==> src/rtl/pipe_skid_reg.sv <==
// Pipeline stage register with valid/ready handshake, two-entry skid buffer,
// synchronous flush to a bubble value and saturating stall/flush counters.
module pipe_skid_reg #(
  parameter int unsigned       DATA_W    = 64,
  parameter logic [DATA_W-1:0] FLUSH_VAL = {DATA_W{1'b0}},
  parameter int unsigned       CNT_W     = 16
) (
  input  logic              clk_i,
  input  logic              rst_n_i,
  input  logic              valid_i,
  output logic              ready_o,
  input  logic [DATA_W-1:0] data_i,
  input  logic              flush_i,
  output logic              valid_o,
  input  logic              ready_i,
  output logic [DATA_W-1:0] data_o,
  input  logic              clr_cnt_i,
  output logic [CNT_W-1:0]  stall_cnt_o,
  output logic [CNT_W-1:0]  flush_cnt_o
);

  typedef enum logic [1:0] {
    ST_EMPTY = 2'd0,
    ST_FULL  = 2'd1,
    ST_SKID  = 2'd2
  } state_e;

  state_e             state_q, state_d;
  logic [DATA_W-1:0]  m_q, m_d;
  logic [DATA_W-1:0]  s_q, s_d;
  logic [CNT_W-1:0]   stall_cnt_q, stall_cnt_d;
  logic [CNT_W-1:0]   flush_cnt_q, flush_cnt_d;
  logic               in_fire;
  logic               out_fire;

  // Handshake outputs come straight from the state flops, so ready_o never
  // sees a combinational path from ready_i.
  assign valid_o  = (state_q != ST_EMPTY);
  assign ready_o  = (state_q != ST_SKID);
  assign data_o   = m_q;
  assign in_fire  = valid_i & ready_o;
  assign out_fire = valid_o & ready_i;

  assign stall_cnt_o = stall_cnt_q;
  assign flush_cnt_o = flush_cnt_q;

  always_comb begin
    state_d = state_q;
    m_d     = m_q;
    s_d     = s_q;
    if (flush_i) begin
      state_d = ST_EMPTY;
      m_d     = FLUSH_VAL;
      s_d     = FLUSH_VAL;
    end else begin
      unique case (state_q)
        ST_EMPTY: begin
          if (in_fire) begin
            state_d = ST_FULL;
            m_d     = data_i;
          end
        end
        ST_FULL: begin
          if (in_fire && out_fire) begin
            m_d = data_i;
          end else if (in_fire) begin
            state_d = ST_SKID;
            s_d     = data_i;
          end else if (out_fire) begin
            state_d = ST_EMPTY;
            m_d     = FLUSH_VAL;
          end
        end
        ST_SKID: begin
          if (out_fire) begin
            state_d = ST_FULL;
            m_d     = s_q;
            s_d     = FLUSH_VAL;
          end
        end
        default: begin
          state_d = ST_EMPTY;
          m_d     = FLUSH_VAL;
          s_d     = FLUSH_VAL;
        end
      endcase
    end
  end

  // Counters saturate at all-ones; a clear overrides a same-cycle increment.
  always_comb begin
    stall_cnt_d = stall_cnt_q;
    flush_cnt_d = flush_cnt_q;
    if (clr_cnt_i) begin
      stall_cnt_d = '0;
      flush_cnt_d = '0;
    end else begin
      if (valid_o && !ready_i && !(&stall_cnt_q)) begin
        stall_cnt_d = stall_cnt_q + CNT_W'(1);
      end
      if (flush_i && !(&flush_cnt_q)) begin
        flush_cnt_d = flush_cnt_q + CNT_W'(1);
      end
    end
  end

  always_ff @(posedge clk_i or negedge rst_n_i) begin
    if (!rst_n_i) begin
      state_q     <= ST_EMPTY;
      m_q         <= FLUSH_VAL;
      s_q         <= FLUSH_VAL;
      stall_cnt_q <= '0;
      flush_cnt_q <= '0;
    end else begin
      state_q     <= state_d;
      m_q         <= m_d;
      s_q         <= s_d;
      stall_cnt_q <= stall_cnt_d;
      flush_cnt_q <= flush_cnt_d;
    end
  end

endmodule

==> config.mk <==
export PLATFORM = sky130hd
export DESIGN_NAME = pipe_skid_reg
export DESIGN_NICKNAME = d
export VERILOG_FILES = /design/src/rtl/pipe_skid_reg.sv
export SDC_FILE = /design/constraint.sdc
export NUM_CORES = 1
export LEC_CHECK = 0
export CAP_MARGIN = 0
export CORE_ASPECT_RATIO = 1.1
export CORE_MARGIN = 5
export CORE_UTILIZATION = 25
export DETAILED_ROUTE_END_ITERATION = 12
export PLACE_DENSITY_LB_ADDON = 0.1
export SLEW_MARGIN = 10
export SYNTH_ARGS = -nofsm -noshare
export SYNTH_HDL_FRONTEND = slang
export SYNTH_SLANG_ARGS = --single-unit
==> constraint.sdc <==
create_clock -name clk_i -period 4.99 [get_ports clk_i]
set_clock_uncertainty 0.2 [all_clocks]
set_input_delay 0.998 -clock clk_i [delete_from_list [all_inputs] [get_ports clk_i]]
set_output_delay 0.998 -clock clk_i [all_outputs]
set_load 0.03 [all_outputs]
# Word level (Yosys, flattened, before mapping)
# Index checks and enable logic that the tools add are counted.
[classes]
add_sub_neg = 2
eq_ne = 11
muxes = 21
bitwise_logic = 2
n_reduce_logical = 16
[op_table]
columns = ["operator", "n"]
rows = [
  ["$mux 64", 8],
  ["$pmux 64 s3", 2],
  ["$mux 16", 4],
  ["$add 16x1->16 const B", 2],
  ["$reduce_and 16->1", 2],
  ["$mux 2", 6],
  ["$ne 3x3->1 const B", 4],
  ["$ne 4x4->1 const B", 3],
  ["$reduce_and 4->1", 3],
  ["$pmux 2 s3", 1],
  ["$reduce_bool 2->1", 3],
  ["$logic_and 1x1->1", 4],
  ["$ne 2x2->1 const B", 2],
  ["$logic_not 1->1", 3],
  ["$and 1x1->1", 2],
  ["$eq 2x1->1 const B", 1],
  ["$eq 2x2->1 const B", 1],
  ["$logic_not 2->1", 1],
]
[totals]
register_bits = 162
in_bits = 70
out_inout_bits = 98

# Longest topological paths before layout
[logic_depth]
depth_word = 7
ltp_mapped = 8
depth_no_buf = 6

# Worst setup path before layout
# Ideal clock, no wire load.
[synth_path]
path_kind = "flip-flop to output port"
startpoint = "register state_q[0]"
endpoint = "output ready_o"
arrival_ns = 1.169
required_time_ns = 3.792
path_slack_ns = 2.623
path_stages_with_launch = 6
path_cell_list = "dfrtp_1 > buf_4 > nor2b_1 > buf_2 > buf_2 > inv_1"
[synth_between]
elab_chain_len = 1
[synth_lines]
columns = ["element", "line", "rtl"]
rows = [
  ["from (decl)", "28", "state_e state_q, state_d;"],
  ["from (signal assigned)", "115", "state_q <= state_d;"],
  ["$ne 2x2->1", "39", "assign ready_o = (state_q != ST_SKID);"],
  ["to (decl)", "11", "output logic ready_o,"],
]
# Every way passes these cells.

# Worst setup path in the final report
[layout_path]
startpoint = "input ready_i"
endpoint = "register m_q[48] (netlist: data_o[48])"
[layout_between]
elab_chain_len = 5
elab_cells_between_ends = 9
classes_between = "eq/ne (3); mux (3); bitwise (1); reduce/logical (2)"
[layout_lines]
columns = ["element", "line", "rtl"]
rows = [
  ["from (decl)", "15", "input logic ready_i,"],
  ["$and 1x1->1 (*)", "42", "assign out_fire = valid_o & ready_i;"],
  ["$logic_and 1x1->1", "64", "if (in_fire && out_fire) begin"],
  ["$mux 64", "64", ""],
  ["$pmux 64 s3", "56", "unique case (state_q)"],
  ["$mux 64", "51", "if (flush_i) begin"],
  ["to (signal assigned)", "116", "m_q <= m_d;"],
  ["to (decl)", "29", "logic [DATA_W-1:0] m_q, m_d;"],
]
# Mark *: on every way between the ends. The rest lies on a longest branch, timed or not.
# A chain may end at the register's enable or synchronous reset.

==> metrics <==
Comb pwr share 15.7%; largest net degree at the start of global routing 102; initial core utilization 25.34%; Internal 2.408 mW; # Post-CTS Setup Buffers 0; Via-to-Cell Ratio 4.653; Slew headroom 42.48%; post-synthesis sequential area ratio 55.72%; Synth Area per Inst 9.425 um^2; Post-Synth Adder-Cell Area 0.3439%; # hold bufs at CTS 0; PortBufs 167; Resize count post-CTS 0; remaining global-route overflow 0; Final Hold Viols 0; Seq pwr share 42.9%; CTS tree done; first-pass GRT wire length 35470 um; initial antenna violation count 1; drt wl/cell 16.80 um; Hold Slack 0.2810 ns; Total Power 3.364 mW; Register-to-Register Path Depth 6; Synth Area in XOR/XNOR 2.889%; Worst setup EP type flop; Distinct cells, synth 49; P&R area growth vs syn 36.10%; vias in the first global route 6081; DRT iter0 DRCs 398; Die W 172.7 um; min-delay src s_q[44]; Reg clk slew, reported paths 0.07 ns; Die Y 188.9 um; Max Slew Vio Count 0; n_diodes 0; maximum capacitance violations 0; RSZ-0062 raised after global routing no; Core Area 28710 um^2; Synth Instances 772; FP Rows 65; CTS sink count 162; final core occ 34.49%; final period utilization 63.55%; Final setup viols 0; Leak 4.039 nW; layout cells sized above 1 6.926%; worst hold path cell count 2; startpoint type of the worst setup path input port; hpwl dp 13670 um; Post-Syn Area 7276 um^2; Initial DRT Pass Iterations 5; EDFF count, synth 0; Yosys warnings 0; status finished clean; Clk pwr share 41.4%; sw power 0.9560 mW; DRT antenna net count 0; final wirelength 21710 um; post-synthesis mux area share 0.4299%; reg2reg start state_q[1]; switch share 28.42%; critical setup path kind input port to flop; WHS Endpoint s_q[44]; CTS buffer count 17; R2R setup slack 2.32 ns; Max IR drop VDD 187.8 uV; Mapped Nets 844; Final Critical Period 3.171 ns; busiest grt layer met2; M1 GR Usage 19.53%; hold crit path type flop to flop; #FFs+latches synth 162; die area 32620 um^2; simple-gate share of the synthesized area 17.35%; Placer Congestion 0.7434; largest family of logic cells by synthesized area compound AO/OA/AOI/OAI gates; cell total after placement 1261; fmax 0.3153 GHz; Via Count 6012; DRC Markers 0; Final nets 984; clk root buf clkbuf_16; htree depth 4; Power per Cell Area 339.7 nW/um^2; I/O pin cnt 168; Layout Cells excl Fill 1292; met3 layer usage reported by global route 3.914%; Worst Path Max Fanout 30; Worst-Skew Late Latency 0.42 ns; Worst EP arrival 3.27 ns; GR Util met2 19.73%; Slew @ Worst Pin 0.8628 ns; Tot GR Track Use 13.36%; maximum clock path buffer count 2; Synth Area in Compound Gates 19.14%; Post-synth ARST share 100.0%; final setup TNS 0 ns; Primary FF master, synth dfrtp_1; reg2reg end data_o[48]; Crit path required time 5.08 ns
==> worst max-delay path by stage <==
stage                     slack (ns)       start  cells after the start         endpoint
after detailed placement        1.33     ready_i                      7       data_o[48]
final                           1.82     ready_i                      7       data_o[48]
after CTS                       1.79     ready_i                      7       data_o[48]
after global placement          1.38     ready_i                      7       data_o[48]
after floorplan                 2.62  state_q[0]                      5          ready_o
after global routing            1.66     flush_i                      6  flush_cnt_o[11]
==> logic make-up (layout without fill, tap and decap cells) <==
group                      Yosys count  after routing
and+or+nand+nor                    291            291
muxes                                3              3
AOI/OAI and AO/OA                  229            229
adders and majority gates            2              2
DFF                                162            162
buffers and inverters               61            213
xor gates and xnor gates            24             24
==> sequential cells by signal, indices dropped and copies added (netlist names) <==
signal	cells
data_o	64
s_q	64
flush_cnt_o	16
stall_cnt_o	16
state_q	2
==> stage by stage <==
stage          setup WS (ns)  instance area, um^2
4_1_cts                1.786                 9902
3_3_place_gp           1.380                 9286
2_1_floorplan          2.623                 7276
6_report               1.819                 9902
5_1_grt                1.665                 9902
3_5_place_dp           1.333                 9286
==> worst max-delay path, stage by stage <==
cell and delay [ns]:
clkdlybuf4s50_1 0.53, mux2_2 0.33, o22a_1 0.21, nor2_4 0.09
a211o_2 0.58, buf_4 0.39, o21ai_0 0.13
==> metal layers <==
metal | up-vias | part of all wire (%) | wire length, um
li1 | 2939 | - | -
met1 | 2916 | 50 | 10780
met2 | 142 | 44 | 9601
met3 | 13 | 5.3 | 1156
met4 | 2 | 0.74 | 161
met5 | - | 0.055 | 12
==> final cells by class <==
| class | instances | area [um^2] |
|---|---|---|
| multi-input combinational | 549 | 2960 |
| fill | 2967 | 18810 |
| clock inverter | 13 | 176.4 |
| clock buffer | 18 | 439.2 |
| tap | 368 | 460.4 |
| sequential | 162 | 4054 |
| timing repair buffer | 179 | 1800 |
| inverter | 3 | 11.26 |
==> synthesized netlist by cell type (4+ instances only) <==
master / count / share of area, %
nand3_1: 6 / 0.41
a22oi_1: 64 / 6.6
xnor2_1: 14 / 1.7
nor3_1: 5 / 0.34
nand4_1: 7 / 0.60
xor2_1: 10 / 1.2
o21ai_0: 74 / 5.1
buf_4: 11 / 1.1
a211oi_1: 4 / 0.41
buf_2: 18 / 1.2
nand2b_1: 5 / 0.43
o21ai_1: 60 / 4.1
nor4_1: 5 / 0.43
nor2_1: 37 / 1.9
dfrtp_1: 162 / 56
clkbuf_1: 26 / 1.3
a21oi_1: 9 / 0.62
and2_1: 5 / 0.43
nand2_1: 202 / 10
==> power by group through the flow <==
stage / registers (mW) / logic [mW] / clock network [mW]
after floorplan: 1.56 / 0.173 / 0
after global placement: 1.47 / 0.538 / 0
after detailed placement: 1.47 / 0.540 / 0
after CTS: 1.44 / 0.541 / 1.44
after global routing: 1.45 / 0.577 / 1.50
final: 1.44 / 0.527 / 1.39
==> layout by cell type, fill, tap and decap left out, types with 9 or more instances in the layout <==
master | synthesis | routed
buf_4 | 11 | 9
xor2_1 | 10 | 10
nor2_1 | 37 | 34
o21ai_1 | 60 | 60
clkdlybuf4s50_1 | 0 | 166
a21oi_1 | 9 | 9
clkbuf_16 | 0 | 17
dfrtp_1 | 162 | 162
a22oi_1 | 64 | 64
o21ai_0 | 74 | 74
xnor2_1 | 14 | 14
nand2_1 | 202 | 202
Note: power is estimated with default switching activity, not from simulation.
